File: src/rtl/conv_engine_if.sv
// Window/kernel handshake and result bus shared by conv_engine and its producer/consumer.
// Widths follow the engine parameters; TAPS = K*K.
interface conv_engine_if #(
  parameter int PIX_W = 8,
  parameter int KER_W = 9,
  parameter int K     = 3,
  parameter int OUT_W = 8
);
  localparam int TAPS = K * K;

  logic                    in_valid;
  logic                    in_ready;
  logic [TAPS*PIX_W-1:0]   pixel_flat;
  logic [TAPS*KER_W-1:0]   kernel_flat;
  logic                    data_rdy;
  logic [OUT_W-1:0]        data_out;
  logic                    sat;

  modport master (
    output in_valid, pixel_flat, kernel_flat,
    input  in_ready, data_rdy, data_out, sat
  );

  modport slave (
    input  in_valid, pixel_flat, kernel_flat,
    output in_ready, data_rdy, data_out, sat
  );
endinterface

File: src/rtl/conv_engine.sv
// Sequential KxK convolution: one multiply-accumulate per tap, then shift/clamp to OUT_W.
// Optional macro CONV_ROUND_EN: round half up before the right shift (when SHIFT > 0).
//
// state | meaning
// IDLE  | waiting for a window, in_ready follows enable
// MAC   | one tap multiplied and accumulated per enabled edge
// NORM  | shift, clamp and publish the result
module conv_engine #(
  parameter int PIX_W = 8,
  parameter int KER_W = 9,
  parameter int K     = 3,
  parameter int SHIFT = 0,
  parameter int OUT_W = 8
) (
  input  logic          clk,
  input  logic          reset,
  input  logic          enable,
  conv_engine_if.slave  bus,
  output logic          busy
);
  localparam int TAPS   = K * K;
  localparam int CNT_W  = $clog2(TAPS);
  localparam int ACC_W  = PIX_W + KER_W + $clog2(TAPS) + 1;
  localparam int PROD_W = PIX_W + KER_W + 1;
  localparam int SUM_W  = ACC_W + 1;

`ifdef CONV_ROUND_EN
  localparam int RND_I = (SHIFT > 0) ? (1 << ((SHIFT > 0) ? SHIFT - 1 : 0)) : 0;
`else
  localparam int RND_I = 0;
`endif
  localparam logic signed [SUM_W-1:0] RND     = SUM_W'(RND_I);
  localparam logic signed [SUM_W-1:0] MAX_OUT = SUM_W'((64'd1 << OUT_W) - 64'd1);

  typedef enum logic [1:0] {IDLE = 2'd0, MAC = 2'd1, NORM = 2'd2} state_t;

  state_t                    state, state_nxt;
  logic [TAPS*PIX_W-1:0]     pix_r;
  logic [TAPS*KER_W-1:0]     ker_r;
  logic [CNT_W-1:0]          tap;
  logic signed [ACC_W-1:0]   acc;
  logic [PIX_W-1:0]          pix_sel;
  logic signed [KER_W-1:0]   ker_sel;
  logic signed [PROD_W-1:0]  prod;
  logic signed [SUM_W-1:0]   sum_rnd, sum_sh;
  logic [OUT_W-1:0]          clamp_val;
  logic                      clamp_sat;
  logic                      last_tap;
  logic [OUT_W-1:0]          data_out_r;
  logic                      sat_r;
  logic                      data_rdy_r;

  assign last_tap = (tap == CNT_W'(TAPS - 1));

  always_ff @(posedge clk) begin
    if (reset) state <= IDLE;
    else       state <= state_nxt;
  end

  always_comb begin
    state_nxt = state;
    if (enable) begin
      unique case (state)
        IDLE:    if (bus.in_valid) state_nxt = MAC;
        MAC:     if (last_tap)     state_nxt = NORM;
        NORM:                      state_nxt = IDLE;
        default:                   state_nxt = IDLE;
      endcase
    end
  end

  always_comb begin
    bus.in_ready = enable && (state == IDLE);
    busy         = (state != IDLE);
  end

  // Single shared multiplier: the pixel is unsigned, so it gets a zero sign bit.
  always_comb begin
    pix_sel = pix_r[tap*PIX_W +: PIX_W];
    ker_sel = ker_r[tap*KER_W +: KER_W];
    prod    = PROD_W'($signed({1'b0, pix_sel})) * PROD_W'(ker_sel);
  end

  always_comb begin
    sum_rnd   = SUM_W'(acc) + RND;
    sum_sh    = sum_rnd >>> SHIFT;
    clamp_val = sum_sh[OUT_W-1:0];
    clamp_sat = 1'b0;
    if (sum_sh < 0) begin
      clamp_val = '0;
      clamp_sat = 1'b1;
    end else if (sum_sh > MAX_OUT) begin
      clamp_val = '1;
      clamp_sat = 1'b1;
    end
  end

  always_ff @(posedge clk) begin
    if (reset) begin
      pix_r      <= '0;
      ker_r      <= '0;
      acc        <= '0;
      tap        <= '0;
      data_out_r <= '0;
      sat_r      <= 1'b0;
      data_rdy_r <= 1'b0;
    end else if (enable) begin
      data_rdy_r <= 1'b0;
      unique case (state)
        IDLE: if (bus.in_valid) begin
          pix_r <= bus.pixel_flat;
          ker_r <= bus.kernel_flat;
          acc   <= '0;
          tap   <= '0;
        end
        MAC: begin
          acc <= acc + ACC_W'(prod);
          if (!last_tap) tap <= tap + 1'b1;
        end
        NORM: begin
          data_out_r <= clamp_val;
          sat_r      <= clamp_sat;
          data_rdy_r <= 1'b1;
        end
        default: ;
      endcase
    end
  end

  assign bus.data_out = data_out_r;
  assign bus.sat      = sat_r;
  assign bus.data_rdy = data_rdy_r;
endmodule

File: src/flat_wrapper.sv
// flat-port wrapper written by rule: the top's interface ports become plain ports
module conv_engine_flat 
#(
  parameter int PIX_W = 8,
  parameter int KER_W = 9,
  parameter int K     = 3,
  parameter int SHIFT = 0,
  parameter int OUT_W = 8
)
  (clk, reset, enable, busy, bus_in_valid, bus_pixel_flat, bus_kernel_flat, bus_in_ready, bus_data_rdy, bus_data_out, bus_sat);
  conv_engine_if #(.PIX_W(PIX_W), .KER_W(KER_W), .K(K), .OUT_W(OUT_W)) bus_i ();
  input  logic clk;
  input  logic reset;
  input  logic enable;
  output logic busy;
  input wire logic [$bits(bus_i.in_valid)-1:0] bus_in_valid;
  input wire logic [$bits(bus_i.pixel_flat)-1:0] bus_pixel_flat;
  input wire logic [$bits(bus_i.kernel_flat)-1:0] bus_kernel_flat;
  output wire logic [$bits(bus_i.in_ready)-1:0] bus_in_ready;
  output wire logic [$bits(bus_i.data_rdy)-1:0] bus_data_rdy;
  output wire logic [$bits(bus_i.data_out)-1:0] bus_data_out;
  output wire logic [$bits(bus_i.sat)-1:0] bus_sat;
  assign bus_i.in_valid = bus_in_valid;
  assign bus_i.pixel_flat = bus_pixel_flat;
  assign bus_i.kernel_flat = bus_kernel_flat;
  assign bus_in_ready = bus_i.in_ready;
  assign bus_data_rdy = bus_i.data_rdy;
  assign bus_data_out = bus_i.data_out;
  assign bus_sat = bus_i.sat;
  conv_engine #(.PIX_W(PIX_W), .KER_W(KER_W), .K(K), .SHIFT(SHIFT), .OUT_W(OUT_W)) u_core (.clk(clk), .reset(reset), .enable(enable), .bus(bus_i), .busy(busy));
endmodule
File: config.mk
export PLATFORM = sky130hd
export DESIGN_NAME = conv_engine_flat
export DESIGN_NICKNAME = d
export VERILOG_FILES = /design/src/rtl/conv_engine_if.sv /design/src/rtl/conv_engine.sv /design/src/flat_wrapper.sv
export SDC_FILE = /design/constraint.sdc
export NUM_CORES = 1
export LEC_CHECK = 0
export ABC_CLOCK_PERIOD_IN_PS = 8300
export BUFFER_PORTS_ARGS = -buffer_cell sky130_fd_sc_hd__buf_2
export CORE_MARGIN = 2
export CORE_UTILIZATION = 34
export CTS_CLUSTER_SIZE = 14
export DETAILED_ROUTE_END_ITERATION = 8
export SLEW_MARGIN = 20
export SYNTH_ARGS = -nofsm -noshare
export SYNTH_HDL_FRONTEND = slang
export SYNTH_SLANG_ARGS = --single-unit
File: constraint.sdc
create_clock -name clk -period 8.3 [get_ports clk]
set_input_delay 0.415 -clock clk [delete_from_list [all_inputs] [get_ports clk]]
set_output_delay 0.415 -clock clk [all_outputs]
set_load 0.02 [all_outputs]
==> results.toml, run 1 <==
[sta]
final-max-slew-violation-count = 0
worstMarginPinSlew_ns = 1.02
setup_viol_count_final = 0
fin_crit_sh_pct = 87.6
max_freq_ghz = 0.137
finalCriticalPeriod_ns = 7.27
fin_skew_ns = 0.0263
rsz0062_at_grt = "no"
tns_ns = 0
hold_viol = 0
max-slew-margin-rel_pct = 32.3

[die]
initial_core_util_pct = 34.4
die_h_um = 185
design.core.area_um2 = 32500
dieArea_um2 = 34300
die_w_um = 185
fp-row-count = 66
ios = 169

[yosys]
synth_seq_cells = 191
synth_xor_area_share_pct = 1.26
netlist_area_um2 = 11200
synth_compound_area_share_pct = 12.6
yosysUniqueCellTypes = 49
ys.flop_type = "dfxtp_1"
syn_avg_cell_area_um2 = 8.38
seq_area_frac_synth_pct = 34.3
muxShareOfSynthArea_pct = 8.62
synth_top_family_by_area = "simple AND/OR/NAND/NOR gates"
synth_enable_flop_cells = 0
synth-simple-area-share_pct = 19.4
synthCells = 1332
syn-num-nets = 1615
synth_fa_ha_area_share_pct = 18.0
async_flop_share_pct = 0
yosysWarnings = 0

[clocking]
htreeDepth = 4
insertion_delay_ns = 0.46
clk_pin_slew_worst_paths_ns = 0.08
cts_hold_buf = 0
clockBufferDepth = 2
cts_tree = "done"
cts-buffers-inserted = 17
cts_root_buf = "clkbuf_16"
cts_resized = 0
cts_setup_buffers = 0
cts_sinks = 191

[global_routing]
antenna_found_initial = 0
grt_use_total_pct = 18.6
grt_max_degree = 116
grt_pass1_vias = 9321
overflow = 0
grt_first_pass_wirelength_um = 48900

[worst_setup_path]
r2r_cells = 21
arrival_ns = 7.62
crit_chain = "buf_4 > mux4_2 > mux2i_1 > nor2_1 > a21oi_1 > nand2b_1 > fa_1 > fa_1 > inv_1 > fa_1 > fa_1 > inv_1 > fa_1 > inv_1 > ha_1 > a21o_1 > nor3b_1 > nor4b_1 > a211oi_1 > or3_1 > a32o_1"
crit_required_ns = 8.65
critPathKind = "reg2reg"
timing.rr.start = "u_core.tap[0]$_SDFFE_PP0P_"
reg2reg_to = "u_core.acc[21]$_SDFFE_PP0P_"
reg2reg_setup_slack_ns = 1.03
slowest_stage = "dfxtp_2"
worstSetupStartpointType = "register"
worstPathMaxFanout = 17
end_kind = "register"
crit_path_frequent_cell = "fa_1"
slowest_delay_ns = 0.72

[place]
dpl_cell_area_um2 = 12400
place_congestion = 0.880
hpwl_um = 23600
portBuffers = 168

[layout]
layout-drive-gt1-share_pct = 17.8
finalInstanceArea_um2 = 13000
fillers = 3320
nets = 1741
mostFrequentLayoutCells = "nand2_1, a21oi_1, dfxtp_1, buf_2, inv_1"
diodes = 0
area_growth_pct = 16.3
final_util_pct = 40.0
final_common_cell = "nand2_1"

[job]
drv_cap = 0

[hold_path]
hp-class = "in2reg"
whs_path_depth = 3
whs_endpoint = "u_core.ker_r[20]$_SDFFE_PP0P_"
hold_start = "bus_kernel_flat[20]"

[pwr]
p_leak_uw = 0.00557
vdd_drop_max_v = 0.000142
combPwrFrac_pct = 12.7
p_clk_share_pct = 40.1
sw_frac_of_total_pct = 29.5
p_switching_uw = 615
p_int_uw = 1470
seqPwrFrac_pct = 47.1
power.density_nw_per_um2 = 160

[run_status]
status = "finished clean"

[detailed_routing]
wl_per_cell_um = 16.2
totalWireLength_um = 31100
drtIter0Drc = 554
avgViaCountPerCell = 4.98
routed-via-count = 9528
ant_nets = 0
drt_first_pass_iters = 5
drc = 0
[power groups by stage]
stage | logic [uW] | registers [uW] | clock network (uW)
2_1_floorplan | 176 | 988 | 0
3_3_place_gp | 261 | 1000 | 0
3_5_place_dp | 266 | 1000 | 0
4_1_cts | 267 | 982 | 855
5_1_grt | 297 | 986 | 887
6_report | 265 | 981 | 836
[cells by family (layout without fill, tap and decap cells)]
| logic type | Yosys count | in the layout |
|---|---|---|
| and+or+nand+nor | 521 | 521 |
| AOI/OAI and AO/OA | 256 | 256 |
| muxes | 52 | 52 |
| xor gates and xnor gates | 16 | 16 |
| DFF | 191 | 191 |
| buffers and inverters | 170 | 309 |
| adders and majority gates | 126 | 126 |
[synth_stat cells, drive strengths merged, types with 7 or more instances]
master  number  area (um2)
nand2      352        1320
clkbuf      69         259
nand4        8        50.1
xnor2       14         123
nor2b        9        56.3
nand2b      13        81.3
o21ai       25         125
nor2        84         315
ha          69         863
a21o         9        67.6
mux2i       18         193
and2         9        56.3
nor3        16        80.1
a22oi        9        67.6
mux4        34         769
a21oi      191         956
dfxtp      191        3820
fa          57        1140
inv         94         353
buf          7        40.0
or2          8        50.1
[flip-flops by register name, summed over array words and instances (netlist names)]
name / flops
u_core.tap: 4
u_core.ker_r: 81
u_core.bus.data_out: 8
u_core.state: 2
u_core.acc: 22
u_core.bus.sat: 1
u_core.bus.data_rdy: 1
u_core.pix_r: 72
[per-layer routing]
metal / up-vias / global-route usage [%] / share of wire, %
li1: 4663 / - / -
met1: 4565 / 24.7 / 45
met2: 256 / 29.5 / 46
met3: 44 / 3.72 / 5.3
met4: 0 / 7.81 / 3.4
met5: - / 0 / 0
[stage by stage]
step	setup WS (ns)	std cells	hold slack (ns)	power, uW
floorplan	1.64	1332	0.432	1160
global placement	1.08	1881	0.439	1260
detailed placement	1.02	1881	0.446	1270
CTS	0.988	1913	0.167	2100
global route	0.611	1913	0.180	2170
finish	1.03	1913	0.183	2080
[worst max-delay path by stage]
stage / from / end / slack (ns) / cells after the start
5_1_grt: u_core.tap[0]$_SDFFE_PP0P_ / u_core.acc[21]$_SDFFE_PP0P_ / 0.61 / 21
3_3_place_gp: u_core.tap[0]$_SDFFE_PP0P_ / u_core.acc[21]$_SDFFE_PP0P_ / 1.08 / 21
6_report: u_core.tap[0]$_SDFFE_PP0P_ / u_core.acc[21]$_SDFFE_PP0P_ / 1.03 / 21
3_5_place_dp: u_core.tap[0]$_SDFFE_PP0P_ / u_core.acc[21]$_SDFFE_PP0P_ / 1.02 / 21
2_1_floorplan: u_core.tap[0]$_SDFFE_PP0P_ / u_core.acc[21]$_SDFFE_PP0P_ / 1.64 / 22
4_1_cts: u_core.tap[0]$_SDFFE_PP0P_ / u_core.acc[21]$_SDFFE_PP0P_ / 0.99 / 21
[layout make-up]
class | count | area [um2] | share of cell area (%)
inverter | 94 | 353 | 2.72
multi-input combinational | 971 | 6700 | 51.6
sequential | 191 | 3830 | 29.5
clock inverter | 14 | 164 | 1.26
timing repair buffer | 183 | 963 | 7.42
clock buffer | 18 | 429 | 3.31
tap | 442 | 553 | 4.26
[critical path: cells and delay by family (launching register included)]
family	cells	cell delay (ns)
adder cells (fa/ha/maj)	6	2.94
AND/OR/NAND/NOR	5	1.26
AO/OA/AOI/OAI	4	1.10
flip-flops	1	0.72
multiplexers	2	0.69
buffers and inverters	4	0.43
Power figures use the tool's default switching activity.
==> inputs of run 2 (changes only) <==
--- a/config.mk
+++ b/config.mk
@@ -11,6 +11,7 @@
 export CORE_UTILIZATION = 34
 export CTS_CLUSTER_SIZE = 14
 export DETAILED_ROUTE_END_ITERATION = 8
+export PLACE_DENSITY_LB_ADDON = 0.15
 export SLEW_MARGIN = 20
 export SYNTH_ARGS = -nofsm -noshare
 export SYNTH_HDL_FRONTEND = slang
==> constraint.sdc (replaced) <==
create_clock -name clk -period 8.3 [get_ports clk]
set_input_delay 0.415 -clock clk [delete_from_list [all_inputs] [get_ports clk]]
set_output_delay 0.415 -clock clk [all_outputs]
set_load 0.005 [all_outputs]
==> results.toml, run 2 (synthesis gave the netlist of run 1 again) <==
[layout]
fillers = 3350
top_register = "u_core.ker_r"
layout-drive-gt1-share_pct = 18.0
diodes = 0
mostFrequentLayoutCells = "nand2_1, a21oi_1, dfxtp_1, buf_2, inv_1"
final_common_cell = "nand2_1"
multiInputGateArea_um2 = 6710
nets = 1742
largest_reg_flops = 81
reg.largest.list = "u_core.ker_r (81), u_core.pix_r (72), u_core.acc (22)"
area_growth_pct = 16.6
regArea_um2 = 3830

[die]
ios = 169
die_h_um = 185
design.core.area_um2 = 32500
fp-row-count = 66
initial_core_util_pct = 34.4
die_w_um = 185
dieArea_um2 = 34300

[sta]
setup_viol_count_final = 0
final-max-slew-violation-count = 0
fin_crit_sh_pct = 89.4
finalCriticalPeriod_ns = 7.42
max-slew-margin-rel_pct = 30.1
hold_viol = 0
rsz0062_at_grt = "no"
tns_ns = 0
max_freq_ghz = 0.135
fin_skew_ns = 0.0202
worstMarginPinSlew_ns = 1.05

[global_routing]
grt_pass1_vias = 9053
grt_util_met3_pct = 3.19
busiest_layer = "met2"
antenna_found_initial = 0
met2_usage_pct = 30.0
use_met1_pct = 26.4
grt_max_degree = 99
overflow = 0
grt_use_total_pct = 18.8
grt_first_pass_wirelength_um = 49500

[worst_setup_path]
r2r_cells = 21
worstPathMaxFanout = 22
crit_end = "u_core.acc[21]$_SDFFE_PP0P_"
crit_required_ns = 8.65
worstSetupStartpointType = "register"
timing.rr.start = "u_core.tap[0]$_SDFFE_PP0P_"
crit_path_frequent_cell = "fa_1"
reg2reg_to = "u_core.acc[21]$_SDFFE_PP0P_"
reg2reg_setup_slack_ns = 0.88
arrival_ns = 7.77
slowest_delay_ns = 0.81
end_kind = "register"
slowest_stage = "dfxtp_2"
crit_chain = "buf_4 > mux4_2 > mux2i_1 > nor2_1 > a21oi_1 > or2_2 > fa_1 > fa_1 > inv_1 > fa_1 > fa_1 > inv_1 > fa_1 > inv_1 > ha_1 > a21o_1 > nor3b_1 > nor4b_1 > a211oi_1 > or3_1 > a32o_1"
startpoint = "u_core.tap[0]$_SDFFE_PP0P_"
critPathKind = "reg2reg"

[detailed_routing]
drc = 0
routed-via-count = 9289
wl_per_cell_um = 16.4
avgViaCountPerCell = 4.85
drt_first_pass_iters = 5
totalWireLength_um = 31400
drtIter0Drc = 537
ant_nets = 0

[clocking]
clockBufferDepth = 2
insertion_delay_ns = 0.46
cts_sinks = 191
cts_tree = "done"
cts_resized = 0
clk_pin_slew_worst_paths_ns = 0.09
cts_setup_buffers = 0
cts_root_buf = "clkbuf_16"
cts_hold_buf = 0
cts-buffers-inserted = 17
htreeDepth = 4

[pwr]
vdd_drop_max_v = 0.000152
finalPower_uw = 2090
p_leak_uw = 0.00558
power.density_nw_per_um2 = 161

[run_status]
status = "finished clean"

[place]
portBuffers = 168
hpwl_um = 23700
place_congestion = 0.835

[job]
drv_cap = 0

[hold_path]
hp-class = "in2reg"
whs_path_depth = 3
[run 2: cell count changes in the layout (fill, tap and decap cells not counted)]
cell and delta:
clkbuf_1 -1, buf_6 -1, inv_6 +4, o21ai_0 -1, nor4b_2 -1, clkinv_4 -2, clkinv_8 +1, clkbuf_8 +1
inv_8 -3, nor4b_4 +1, buf_4 +2, o21ai_2 +1
[run 2: worst max-delay path, delay by kind of cell, from the launching register on]
| kind | cells | cell delay, ns |
|---|---|---|
| flip-flops | 1 | 0.81 |
| adder cells (fa/ha/maj) | 6 | 2.88 |
| AO/OA/AOI/OAI | 4 | 1.13 |
| AND/OR/NAND/NOR | 5 | 1.36 |
| buffers and inverters | 4 | 0.46 |
| multiplexers | 2 | 0.67 |
[run 2: per-stage QoR]
stage	hold slack (ns)	utilization, %	setup WS, ns	instance area (um2)	instances
2_1_floorplan	0.432	-	1.64	11200	1332
3_3_place_gp	0.442	38.2	0.890	12400	1882
3_5_place_dp	0.444	38.2	0.818	12400	1882
4_1_cts	0.172	40.1	0.806	13000	1914
5_1_grt	0.179	40.1	0.357	13000	1914
6_report	0.185	40.1	0.878	13000	1914
[run 2: worst min path at each step]
| stage | startpoint | endpoint |
|---|---|---|
| after floorplan | u_core.ker_r[26]$_SDFFE_PP0P_ | u_core.ker_r[26]$_SDFFE_PP0P_ |
| after global placement | u_core.pix_r[19]$_SDFFE_PP0P_ | u_core.pix_r[19]$_SDFFE_PP0P_ |
| after detailed placement | u_core.pix_r[24]$_SDFFE_PP0P_ | u_core.pix_r[24]$_SDFFE_PP0P_ |
| after CTS | bus_pixel_flat[53] | u_core.pix_r[53]$_SDFFE_PP0P_ |
| after global routing | bus_pixel_flat[55] | u_core.pix_r[55]$_SDFFE_PP0P_ |
| final | bus_pixel_flat[53] | u_core.pix_r[53]$_SDFFE_PP0P_ |
[run 2: layout make-up]
cell class / count / share of cell area (%)
timing repair buffer: 184 / 7.43
clock inverter: 14 / 1.26
inverter: 94 / 2.71
sequential: 191 / 29.4
clock buffer: 18 / 3.38
multi-input combinational: 971 / 51.6
tap: 442 / 4.25
[run 2: layer usage]
| metal | share of wire, % | wire length (um) |
|---|---|---|
| met1 | 49 | 15400 |
| met2 | 46 | 14400 |
| met3 | 3.8 | 1200 |
| met4 | 1.3 | 417 |
| met5 | 0 | 0 |
[run 2: power breakdown]
part	internal [uW]	switching, uW
sequential	954	26.3
clock	415	433
combinational	106	158
==> inputs of run 3 (changes only) <==
--- a/config.mk
+++ b/config.mk
@@ -6,11 +6,13 @@
 export NUM_CORES = 1
 export LEC_CHECK = 0
 export ABC_CLOCK_PERIOD_IN_PS = 8300
-export BUFFER_PORTS_ARGS = -buffer_cell sky130_fd_sc_hd__buf_2
+export CELL_PAD_IN_SITES_DETAIL_PLACEMENT = 1
+export CELL_PAD_IN_SITES_GLOBAL_PLACEMENT = 1
 export CORE_MARGIN = 2
 export CORE_UTILIZATION = 34
 export CTS_CLUSTER_SIZE = 14
 export DETAILED_ROUTE_END_ITERATION = 8
+export DONT_BUFFER_PORTS = 1
 export PLACE_DENSITY_LB_ADDON = 0.15
 export SLEW_MARGIN = 20
 export SYNTH_ARGS = -nofsm -noshare
==> results.toml, run 3 (synthesis gave the netlist of run 1 again) <==
[clocking]
cts_resized = 0
cts_hold_buf = 0
htreeDepth = 4
insertion_delay_ns = 0.46
cts-buffers-inserted = 17
cts_root_buf = "clkbuf_16"
clk_pin_slew_worst_paths_ns = 0.08
cts_setup_buffers = 0
cts_tree = "done"
clockBufferDepth = 2
cts_sinks = 191

[detailed_routing]
drt_first_pass_iters = 4
drtIter0Drc = 468
drc = 0
totalWireLength_um = 32100
avgViaCountPerCell = 4.98
wl_per_cell_um = 18.4
ant_nets = 0
routed-via-count = 8695

[die]
fp-row-count = 66
die_w_um = 185
ios = 169
design.core.area_um2 = 32500
dieArea_um2 = 34300
initial_core_util_pct = 34.4
die_h_um = 185

[sta]
max-slew-margin-rel_pct = 35.1
layout_setup_ws_ns = 0.785
fin_crit_sh_pct = 90.5
finalCriticalPeriod_ns = 7.52
tns_ns = 0
final-max-slew-violation-count = 0
rsz0062_at_grt = "no"
fin_hold_ws_ns = 0.0456
setup_viol_count_final = 0
hold_viol = 0
fin_skew_ns = 0.0162
worstMarginPinSlew_ns = 0.969
max_freq_ghz = 0.133

[worst_setup_path]
end_kind = "register"
worstPathMaxFanout = 24
critPathKind = "reg2reg"
worstSetupStartpointType = "register"
crit_required_ns = 8.66
arrival_ns = 7.87

[layout]
reg.largest.list = "u_core.ker_r (81), u_core.pix_r (72), u_core.acc (22)"
nets = 1572
top_register = "u_core.ker_r"
largest_reg_flops = 81
area_growth_pct = 8.68
layout-drive-gt1-share_pct = 7.30
mostFrequentLayoutCells = "nand2_1, a21oi_1, dfxtp_1, inv_1, nor2_1"
final_util_pct = 37.4
final_common_cell = "nand2_1"

[global_routing]
grt_pass1_vias = 9251
grt_max_degree = 184
overflow = 0
grt_first_pass_wirelength_um = 50500
grt_use_total_pct = 19.3
antenna_found_initial = 1

[job]
drv_cap = 0

[run_status]
status = "finished clean"

[place]
portBuffers = 0
pre_cts_ws_ns = 0.699
place_congestion = 0.842
hpwl_um = 24300

[pwr]
p_leak_uw = 0.00487
power.density_nw_per_um2 = 166
vdd_drop_max_v = 0.000149

[hold_path]
hp-class = "in2reg"
[run 3: cell types whose count changed in the layout (fill, tap and decap cells not counted), sizes merged]
| cell | before | now |
|---|---|---|
| inv | 102 | 98 |
| diode | 0 | 1 |
| clkinv | 5 | 8 |
| clkbuf | 18 | 17 |
| clkinvlp | 1 | 3 |
| buf | 184 | 14 |
[run 3: where the power goes]
| group | internal, uW | switching, uW |
|---|---|---|
| clock | 400 | 424 |
| combinational | 79.8 | 132 |
| sequential | 954 | 26.2 |
[run 3: metal layers]
layer	part of all wire (%)	GRT usage, %	vias to the layer above	routed length (um)
met5	0	0	-	0
li1	-	-	4311	-
met3	4.0	4.21	28	1280
met1	47	25.2	4226	15100
met2	47	32.1	130	15200
met4	1.5	5.52	0	487
[run 3: stage by stage]
stage / std cells / total power [uW] / cell area, um2
4_1_cts: 1744 / 2060 / 12100
6_report: 1745 / 2020 / 12100
3_3_place_gp: 1712 / 1210 / 11500
5_1_grt: 1744 / 2120 / 12100
2_1_floorplan: 1332 / 1160 / 11200
3_5_place_dp: 1712 / 1220 / 11500
[run 3: layout make-up]
class	count	area, um2
antenna	1	2.50
clock buffer	17	425
clock inverter	15	158
fill	3873	20300
inverter	94	353
multi-input combinational	971	6710
sequential	191	3830
tap	442	553
timing repair buffer	14	105
[run 3: final timing paths]
kind | start | to | slack, ns | cells after the start
worst max-delay path | u_core.tap[0]$_SDFFE_PP0P_ | u_core.acc[21]$_SDFFE_PP0P_ | 0.78 | 21
worst min-delay path | reset | u_core.acc[10]$_SDFFE_PP0P_ | 0.05 | 1
worst max register to register | u_core.tap[0]$_SDFFE_PP0P_ | u_core.acc[21]$_SDFFE_PP0P_ | 0.78 | 21
worst min register to register | u_core.pix_r[41]$_SDFFE_PP0P_ | u_core.pix_r[41]$_SDFFE_PP0P_ | 0.45 | 2
[run 3: worst max-delay path, cell delays in order, from the launching register on]
cell      delay [ns]
dfxtp_2         0.92
buf_4           0.30
mux4_2          0.52
mux2i_1         0.14
nor2_1          0.06
a21oi_1         0.50
or2_2           0.23
fa_1            0.44
fa_1            0.55
inv_1           0.05
fa_1            0.50
fa_1            0.54
inv_1           0.05
fa_1            0.52
inv_1           0.04
ha_1            0.34
a21o_1          0.19
nor3b_1         0.15
nor4b_1         0.55
a211oi_1        0.17
or3_1           0.38
a32o_1          0.26
